### src/rtl/spi_master.sv
// Parametrised SPI master: generated SCLK, CPOL/CPHA modes, MSB/LSB order,
// multiple chip selects with optional hold across back-to-back words.
module spi_master #(
  parameter int unsigned WIDTH  = 8,
  parameter int unsigned NUM_CS = 1,
  parameter int unsigned DIV_W  = 16,
  parameter int unsigned CS_W   = (NUM_CS > 1) ? $clog2(NUM_CS) : 1
) (
  input  logic              clk,
  input  logic              rst_n,
  output logic              sclk,
  output logic              mosi,
  input  logic              miso,
  output logic [NUM_CS-1:0] cs_n,
  input  logic [DIV_W-1:0]  clkdiv,
  input  logic              cpol,
  input  logic              cpha,
  input  logic              lsb_first,
  input  logic              hold_cs,
  input  logic [CS_W-1:0]   cs_sel,
  input  logic [WIDTH-1:0]  tx_data,
  input  logic              tx_valid,
  output logic              tx_ready,
  output logic [WIDTH-1:0]  rx_data,
  output logic              rx_valid,
  input  logic              rx_ack,
  output logic              overrun,
  output logic              busy
);

  localparam int unsigned H_W = $clog2(2 * WIDTH);
  localparam logic [H_W-1:0] H_LAST = H_W'(2 * WIDTH - 1);

  typedef enum logic [1:0] {IDLE, SETUP, SHIFT, HOLD} state_t;

  state_t             state_q, state_d;
  logic [DIV_W-1:0]   cnt_q, cnt_d, clkdiv_q, clkdiv_d;
  logic [H_W-1:0]     h_q, h_d;
  logic [WIDTH-1:0]   tx_sh_q, tx_sh_d, rx_sh_q, rx_sh_d, rx_data_d;
  logic               cpol_q, cpol_d, cpha_q, cpha_d, lsb_q, lsb_d, hold_q, hold_d;
  logic               sclk_d, mosi_d, tx_ready_d, rx_valid_d, overrun_d, busy_d;
  logic [NUM_CS-1:0]  cs_n_d;
  logic               tick, accept, lead, trail, done;

  // Shift registers always run LSB-out/LSB-in; MSB-first words are mirrored.
  function automatic logic [WIDTH-1:0] bit_rev(input logic [WIDTH-1:0] v);
    return {<<{v}};
  endfunction

  always_ff @(posedge clk) begin
    if (!rst_n) begin
      state_q  <= IDLE;
      cnt_q    <= '0;
      clkdiv_q <= '0;
      h_q      <= '0;
      tx_sh_q  <= '0;
      rx_sh_q  <= '0;
      cpol_q   <= 1'b0;
      cpha_q   <= 1'b0;
      lsb_q    <= 1'b0;
      hold_q   <= 1'b0;
      sclk     <= 1'b0;
      mosi     <= 1'b1;
      cs_n     <= '1;
      tx_ready <= 1'b1;
      rx_data  <= '0;
      rx_valid <= 1'b0;
      overrun  <= 1'b0;
      busy     <= 1'b0;
    end else begin
      state_q  <= state_d;
      cnt_q    <= cnt_d;
      clkdiv_q <= clkdiv_d;
      h_q      <= h_d;
      tx_sh_q  <= tx_sh_d;
      rx_sh_q  <= rx_sh_d;
      cpol_q   <= cpol_d;
      cpha_q   <= cpha_d;
      lsb_q    <= lsb_d;
      hold_q   <= hold_d;
      sclk     <= sclk_d;
      mosi     <= mosi_d;
      cs_n     <= cs_n_d;
      tx_ready <= tx_ready_d;
      rx_data  <= rx_data_d;
      rx_valid <= rx_valid_d;
      overrun  <= overrun_d;
      busy     <= busy_d;
    end
  end

  always_comb begin
    state_d    = state_q;
    cnt_d      = cnt_q;
    clkdiv_d   = clkdiv_q;
    h_d        = h_q;
    tx_sh_d    = tx_sh_q;
    rx_sh_d    = rx_sh_q;
    cpol_d     = cpol_q;
    cpha_d     = cpha_q;
    lsb_d      = lsb_q;
    hold_d     = hold_q;
    sclk_d     = sclk;
    mosi_d     = mosi;
    cs_n_d     = cs_n;
    rx_data_d  = rx_data;
    rx_valid_d = rx_valid;
    overrun_d  = overrun;
    accept     = 1'b0;
    lead       = 1'b0;
    trail      = 1'b0;
    done       = 1'b0;
    tick       = (cnt_q == '0);

    if (state_q != IDLE && !tick) cnt_d = cnt_q - DIV_W'(1);

    case (state_q)
      IDLE: begin
        mosi_d = 1'b1;
        cs_n_d = '1;
        if (tx_valid && tx_ready) begin
          accept  = 1'b1;
          state_d = SETUP;
          sclk_d  = cpol;
          cs_n_d  = (32'(cs_sel) < NUM_CS) ? ~(NUM_CS'(1) << cs_sel) : '1;
        end
      end
      SETUP: if (tick) begin
        state_d = SHIFT;
        h_d     = '0;
        cnt_d   = clkdiv_q;
        sclk_d  = ~sclk;
        lead    = 1'b1;
      end
      SHIFT: if (tick) begin
        cnt_d = clkdiv_q;
        if (h_q == H_LAST) begin
          state_d = HOLD;
        end else begin
          h_d    = h_q + H_W'(1);
          sclk_d = ~sclk;
          // Entering an even half-period is a leading edge.
          if (h_q[0]) lead = 1'b1;
          else        trail = 1'b1;
        end
      end
      HOLD: if (tick) begin
        done  = 1'b1;
        cnt_d = clkdiv_q;
        if (tx_ready && tx_valid) begin
          // Chained word: CS kept as-is, SETUP skipped.
          accept  = 1'b1;
          state_d = SHIFT;
          h_d     = '0;
          sclk_d  = ~cpol;
          lead    = 1'b1;
        end else begin
          state_d = IDLE;
          cs_n_d  = '1;
          mosi_d  = 1'b1;
        end
      end
      default: state_d = IDLE;
    endcase

    if (accept) begin
      clkdiv_d = clkdiv;
      cnt_d    = clkdiv;
      cpol_d   = cpol;
      cpha_d   = cpha;
      lsb_d    = lsb_first;
      hold_d   = hold_cs;
      tx_sh_d  = lsb_first ? tx_data : bit_rev(tx_data);
      mosi_d   = tx_sh_d[0];
    end

    if (lead) begin
      if (cpha_d) mosi_d = tx_sh_d[0];
      else        rx_sh_d = {miso, rx_sh_q[WIDTH-1:1]};
    end

    if (trail) begin
      tx_sh_d = {1'b1, tx_sh_q[WIDTH-1:1]};
      if (cpha_q) rx_sh_d = {miso, rx_sh_q[WIDTH-1:1]};
      else        mosi_d  = tx_sh_q[1];
    end

    // Completion beats a coincident rx_ack.
    if (done) begin
      rx_data_d  = lsb_q ? rx_sh_q : bit_rev(rx_sh_q);
      rx_valid_d = 1'b1;
      overrun_d  = rx_ack ? 1'b0 : (overrun | rx_valid);
    end else if (rx_ack) begin
      rx_valid_d = 1'b0;
      overrun_d  = 1'b0;
    end

    tx_ready_d = (state_d == IDLE) || (state_d == HOLD && cnt_d == '0 && hold_d);
    busy_d     = (state_d != IDLE);
  end

endmodule

### config.mk
export PLATFORM = sky130hd
export DESIGN_NAME = spi_master
export DESIGN_NICKNAME = d
export VERILOG_FILES = /design/src/rtl/spi_master.sv
export SDC_FILE = /design/constraint.sdc
export NUM_CORES = 1
export LEC_CHECK = 0
export CAP_MARGIN = 20
export CORE_ASPECT_RATIO = 1.2
export CORE_MARGIN = 4
export CORE_UTILIZATION = 50
export CTS_CLUSTER_SIZE = 30
export DETAILED_ROUTE_END_ITERATION = 10
export PLACE_DENSITY = 0.77
export SYNTH_ARGS = -nofsm -noshare
export SYNTH_HDL_FRONTEND = slang
export SYNTH_SLANG_ARGS = --single-unit
### constraint.sdc
create_clock -name clk -period 2.85 [get_ports clk]
set_input_delay 0.57 -clock clk [delete_from_list [all_inputs] [get_ports clk]]
set_output_delay 0.57 -clock clk [all_outputs]
set_load 0.005 [all_outputs]
==> results of run 1 <==
[power by group]
group          internal [mW]  leakage (nW)  switching [mW]
combinational           1.21          1.14            1.68
sequential              1.23         0.587           0.224
clock                  0.413        0.0929           0.419
[cell usage in the layout (no fill, tap or decap), types with 6 or more instances in the layout]
master	count
a211oi_1	16
nand4_1	8
buf_4	34
mux2i_1	25
o21ai_0	17
and2_1	12
a21oi_1	43
nand2_1	47
clkdlybuf4s50_1	48
inv_1	10
nor3_1	17
ha_1	7
a31oi_1	6
nor2_1	50
dfxtp_1	72
clkbuf_8	9
nand3_1	14
[sequential cells by signal, indices dropped and copies added (netlist names), 2 cells and up]
| signal | count |
|---|---|
| clkdiv_q | 16 |
| rx_sh_q | 8 |
| cnt_q | 16 |
| state_q | 2 |
| rx_data | 8 |
| tx_sh_q | 8 |
| h_q | 4 |
[how the worst max path moves through the flow]
| stage | end | cells past startpoint | from | slack (ps) |
|---|---|---|---|---|
| 2_1_floorplan | tx_ready$_SDFF_PN1_ | 11 | state_q[0]$_SDFF_PN0_ | 330 |
| 3_3_place_gp | tx_ready$_SDFF_PN1_ | 9 | tx_valid | 50 |
| 3_5_place_dp | tx_ready$_SDFF_PN1_ | 9 | tx_valid | -10 |
| 4_1_cts | rx_sh_q[5]$_SDFF_PN0_ | 9 | cnt_q[4]$_SDFF_PN0_ | 40 |
| 5_1_grt | rx_sh_q[5]$_SDFF_PN0_ | 10 | state_q[0]$_SDFF_PN0_ | 7 |
| 6_report | tx_ready$_SDFF_PN1_ | 10 | state_q[0]$_SDFF_PN0_ | 130 |
[layout make-up]
class	instances	area [um^2]
fillers	642	2610
well taps	90	113
clock inverters	7	78.8
inverters	12	45.0
clock buffers	9	124
flip-flops and latches	72	1440
multi-input cells	355	2260
repair buffers	82	736
[cell families after synthesis]
| kind of cell | synth area share |
|---|---|
| AOI/OAI and AO/OA | 0.227 |
| adders and majority gates | 0.0225 |
| buffers and inverters | 0.0515 |
| muxes | 0.0702 |
| DFF | 0.371 |
| xor gates and xnor gates | 0.0113 |
| and+or+nand+nor | 0.247 |
[routing by layer]
layer	wire length (um)	track usage	vias to the layer above
met3	869	0.0394	35
met5	0	0	-
met1	4220	0.291	1778
met2	5300	0.389	199
met4	341	0.124	0
li1	-	-	1842
[worst register-to-register path, stage by stage, from the launching register on]
cell and delay, ps:
dfxtp_1 350, inv_1 100, ha_1 180, buf_4 290, clkinv_1 190, buf_4 240
and4_1 200, a2111o_1 380, nor4_2 290, nand4b_1 150, o31ai_1 260
[metrics by stage]
stage / std cells / cell area [um^2] / TNS [ps] / power, mW / utilization
global placement: 611 / 4580 / 0 / 4.16 / 0.619
detailed placement: 611 / 4580 / -13.9 / 4.23 / 0.619
global route: 627 / 4790 / 0 / 5.52 / 0.648
CTS: 627 / 4780 / 0 / 5.08 / 0.646
finish: 627 / 4790 / 0 / 5.18 / 0.648
floorplan: 471 / 3890 / 0 / 3.36 / -
[repair_timing]
item	CTS	global route
resized for setup	0	5
endpoints found under the setup margin	0	10
hold buffers	0	0
setup buffers	0	0
==> results.yml, run 1 <==
timing:
  fin_skew_ps: 10.9
  hold_viol: 0
  whs_ps: 464
  final.min_clock_period_ps: 2720
  fmax_mhz: 367
  relSlewSlack: 0.578
  tightest_slew_ps: 631
  slew_violations: 0
  rsz0062_at_grt: "false"
  setup_viol: 0
  fin_ws_ps: 128
  post-route-period-util: 0.955
logic_synthesis:
  synth-edff-count: 0
  syn_nets: 512
  syn_avg_cell_area_um2: 8.25
  yosysMostFrequentCell: "dfxtp_1"
  synth_flop_cell: "dfxtp_1"
  synth_top_cell_by_area: "dfxtp_1"
  netlist.area_leader.share: 0.371
  seq_area_frac_synth: 0.371
  synthTopCellsByArea: "dfxtp_1 (37%), mux2i_1 (6.4%), a21oi_1 (5.5%)"
  synthCells: 471
  yosys_warnings: 0
  ys_seq_elements: 72
  synth_cell_types: 75
  synthArstFlopShare: 0
  syn_area_um2: 3890
  synthTopCellsByCount: "dfxtp_1 (72), nor2_1 (50), nand2_1 (48), a21oi_1 (43), mux2i_1 (25)"
detailed_routing:
  antenna_left: 0
  firstDrtPassIters: 5
  avgViaCountPerCell: 6.15
  drt_iter0_drc: 271
  drc: 0
  vias: 3854
  wl_per_cell_um: 17.1
  wl_um: 10700
setup_path:
  start_kind: "flop"
  cp.required_ps: 3120
  ff2ff_path_depth: 10
  rrSetupSlack_ps: 130
  cpPeakStageDelay_ps: 380
  r2r-start: "state_q[0]$_SDFF_PN0_"
  crit_chain: "inv_1 > ha_1 > buf_4 > clkinv_1 > buf_4 > and4_1 > a2111o_1 > nor4_2 > nand4b_1 > o31ai_1"
  crit_path_frequent_cell: "buf_4"
  path_buf_inv: 4
  worst-setup-path-type: "flop to flop"
  critPathSlowestCell: "a2111o_1"
  timing.rr.end: "tx_ready$_SDFF_PN1_"
  crit_family: "buffers and inverters"
  worstPathArrival_ps: 2990
  crit_path_end_kind: "flop"
  cp_max_fo: 22
clock_network:
  clockRootBuffer: "clkbuf_8"
  cts_tree: "built"
  clkSinkCount: 72
  clk_latency_ps: 360
  cts_made_buffers: 9
  cts_htree_levels: 3
  clk_pin_slew_ps: 80
  clk_path_buf_depth: 2
place:
  globalplace.congestion: 0.952
  dp_slack_ps: -13.9
  port_buffers: 48
  dp_hpwl_um: 7920
layout:
  syn_to_final_growth_pct: 23.4
  num_antenna_cells: 0
  nets: 573
  drive_gt1_frac: 0.134
die:
  rows: 34
  core-area_um2: 7400
  start_util: 0.525
  dieHeight_um: 105
  fp.dieW_um: 88.5
  io_pins: 49
  dieArea_um2: 9250
global_routing:
  grt_antenna_before_repair: 0
  overflow: 0
  track_usage: 0.237
  grt_max_degree: 33
  first_global_vias: 3647
  grt_pass1_wl_um: 17400
flow_run:
  cap_violations: 0
power_and_ir_drop:
  power.density_nw_per_um2: 1080
  vdd_drop_max_mv: 0.643
  p_leak_nw: 1.82
hold_path:
  min_path_type: "flop to flop"
  hold_depth: 2
  hold_start: "clkdiv_q[9]$_SDFFE_PN0P_"
  min_to: "clkdiv_q[9]$_SDFFE_PN0P_"
run_status:
  run_status: "finished, final reports clean"
No activity file was read; power rests on OpenSTA's default activity.
==> run 2: changes to the inputs <==
- CAP_MARGIN: 20 -> 40
==> results of run 2 <==
No change in the layout: final DEF, timing and power equal those of run 1.
==> run 3: changes to the inputs <==
- CORE_MARGIN: 4 -> 8
- GPL_TIMING_DRIVEN: default -> 0
==> run 3 against run 2 <==
  * Clock skew is 10 ps higher
  * Via count hardly changed
  * Sequential power hardly changed
  * Clock-buffer cell count stayed put
  * Critical path depth stayed put
  * Worst hold slack worse by 3.9 ps
  * Cell count is 0.16% higher
  * Combinational power hardly changed
  * Global-route usage is 0.88 points lower
  * Cell area is 1.5% lower
  * Critical endpoint unchanged
  * Highest routed layer unchanged
==> results.yml, run 3 (synthesis gave the netlist of run 1 again) <==
die:
  start_util: 0.510
  dieArea_um2: 10900
  io_pins: 49
  dieHeight_um: 113
  core-area_um2: 7620
  fp.dieW_um: 96.5
  rows: 35
global_routing:
  first_global_vias: 3878
  overflow: 0
  grt_pass1_wl_um: 19400
  grt_max_degree: 14
  track_usage: 0.228
  grt_antenna_before_repair: 0
layout:
  mostFrequentLayoutCells: "dfxtp_1 (70), nor2_1 (49), clkdlybuf4s50_1 (47)"
  finalNonFillerCells: 628
  multi_input_area_um2: 2290
  syn_to_final_growth_pct: 21.5
  nets: 572
  drive_gt1_frac: 0.125
  post-route-util: 0.620
  num_antenna_cells: 0
  ff_latch_area_um2: 1440
  top_regs: "clkdiv_q: 16 flops, cnt_q: 16 flops"
  nFillCells: 710
  final_common_cell: "dfxtp_1"
clock_network:
  clkSinkCount: 72
  cts_htree_levels: 3
  clk_path_buf_depth: 2
  cts_tree: "built"
  clk_pin_slew_ps: 90
  clockRootBuffer: "clkbuf_8"
  cts_made_buffers: 9
  clk_latency_ps: 360
setup_path:
  cp.required_ps: 3120
  crit_path_end_kind: "flop"
  worstPathArrival_ps: 3100
  worst-setup-path-type: "flop to flop"
  cp_max_fo: 5
  start_kind: "flop"
run_status:
  run_status: "finished, final reports clean"
power_and_ir_drop:
  p_leak_nw: 1.75
  power.density_nw_per_um2: 1080
  total_power_mw: 5.10
  vdd_drop_max_mv: 0.596
timing:
  fmax_mhz: 353
  hold_viol: 0
  fin_ws_ps: 15.5
  post-route-period-util: 0.995
  relSlewSlack: 0.499
  fin_skew_ps: 21.3
  setup_viol: 0
  final.min_clock_period_ps: 2830
  tightest_slew_ps: 752
  slew_violations: 0
  rsz0062_at_grt: "true"
flow_run:
  cap_violations: 0
place:
  post-place-cells: 610
  globalplace.congestion: 0.945
  port_buffers: 47
  dp_slack_ps: -625
  dp_hpwl_um: 8770
detailed_routing:
  wl_per_cell_um: 19.1
  avgViaCountPerCell: 6.13
  drc: 0
  vias: 3852
  drt_iter0_drc: 277
  firstDrtPassIters: 5
  wl_um: 12000
  antenna_left: 0
hold_path:
  min_path_type: "flop to flop"
==> run 3: cell count changes in the layout (fill, tap and decap cells not counted), sizes merged <==
cell,previous run,this run
buf,34,16
clkbuf,9,27
clkinv,1,5
inv,14,12
bufinv,1,0
clkdlybuf4s50,48,47
clkinvlp,3,2
==> run 3: cell type report <==
type | count | share of cell area
Buffer | 32 | 0.0360
Tap cell | 92 | 0.0244
Inverter | 12 | 0.00980
Sequential cell | 72 | 0.306
Clock buffer | 9 | 0.0262
Timing Repair Buffer | 49 | 0.103
Multi-Input combinational cell | 355 | 0.485
Clock inverter | 7 | 0.0101
==> run 3: power by group <==
part | total [mW] | leakage, nW | internal (mW) | switching, mW
clock network | 0.748 | 0.0854 | 0.316 | 0.433
registers | 1.45 | 0.588 | 1.23 | 0.219
logic | 2.90 | 1.08 | 1.14 | 1.76
==> run 3: path summary, 6_finish.rpt <==
kind	startpoint	end	slack, ps	depth (start not counted)
worst min register to register	clkdiv_q[2]$_SDFFE_PN0P_	clkdiv_q[2]$_SDFFE_PN0P_	460	2
worst min-delay path	clkdiv_q[2]$_SDFFE_PN0P_	clkdiv_q[2]$_SDFFE_PN0P_	460	2
worst max register to register	cnt_q[0]$_SDFF_PN0_	tx_ready$_SDFF_PN1_	20	10
worst max-delay path	cnt_q[0]$_SDFF_PN0_	tx_ready$_SDFF_PN1_	20	10
==> run 3: metrics by stage <==
stage	area, um^2	hold slack (ps)	setup TNS [ps]
2_1_floorplan	3890	432	0
3_3_place_gp	4470	443	-9060
3_5_place_dp	4470	447	-9080
4_1_cts	4710	459	0
5_1_grt	4720	472	-31.0
6_report	4720	460	0
==> run 3: layer usage <==
layer  up-vias  share of wire  global-route usage
met5         -              0                   0
met4         0          0.043               0.131
met3        41          0.062              0.0407
met2       153           0.50               0.377
met1      1810           0.40               0.263
li1       1848              -                   -
==> run 3: worst max-delay path, cell delays in order (launching register included) <==
cell	delay (ps)
dfxtp_1	370
inv_1	130
ha_1	250
nor3b_4	360
nand2_2	130
o31a_1	260
a211oi_2	310
o31ai_2	150
nor4_2	270
nand4b_1	200
o31ai_2	300
==> run 3: timing repair <==
item,4_1_cts,5_1_grt
resized for setup,19,5
pin swaps,3,0
endpoints found under the setup margin,30,11
buffers inserted,2,0
hold buffers,0,0
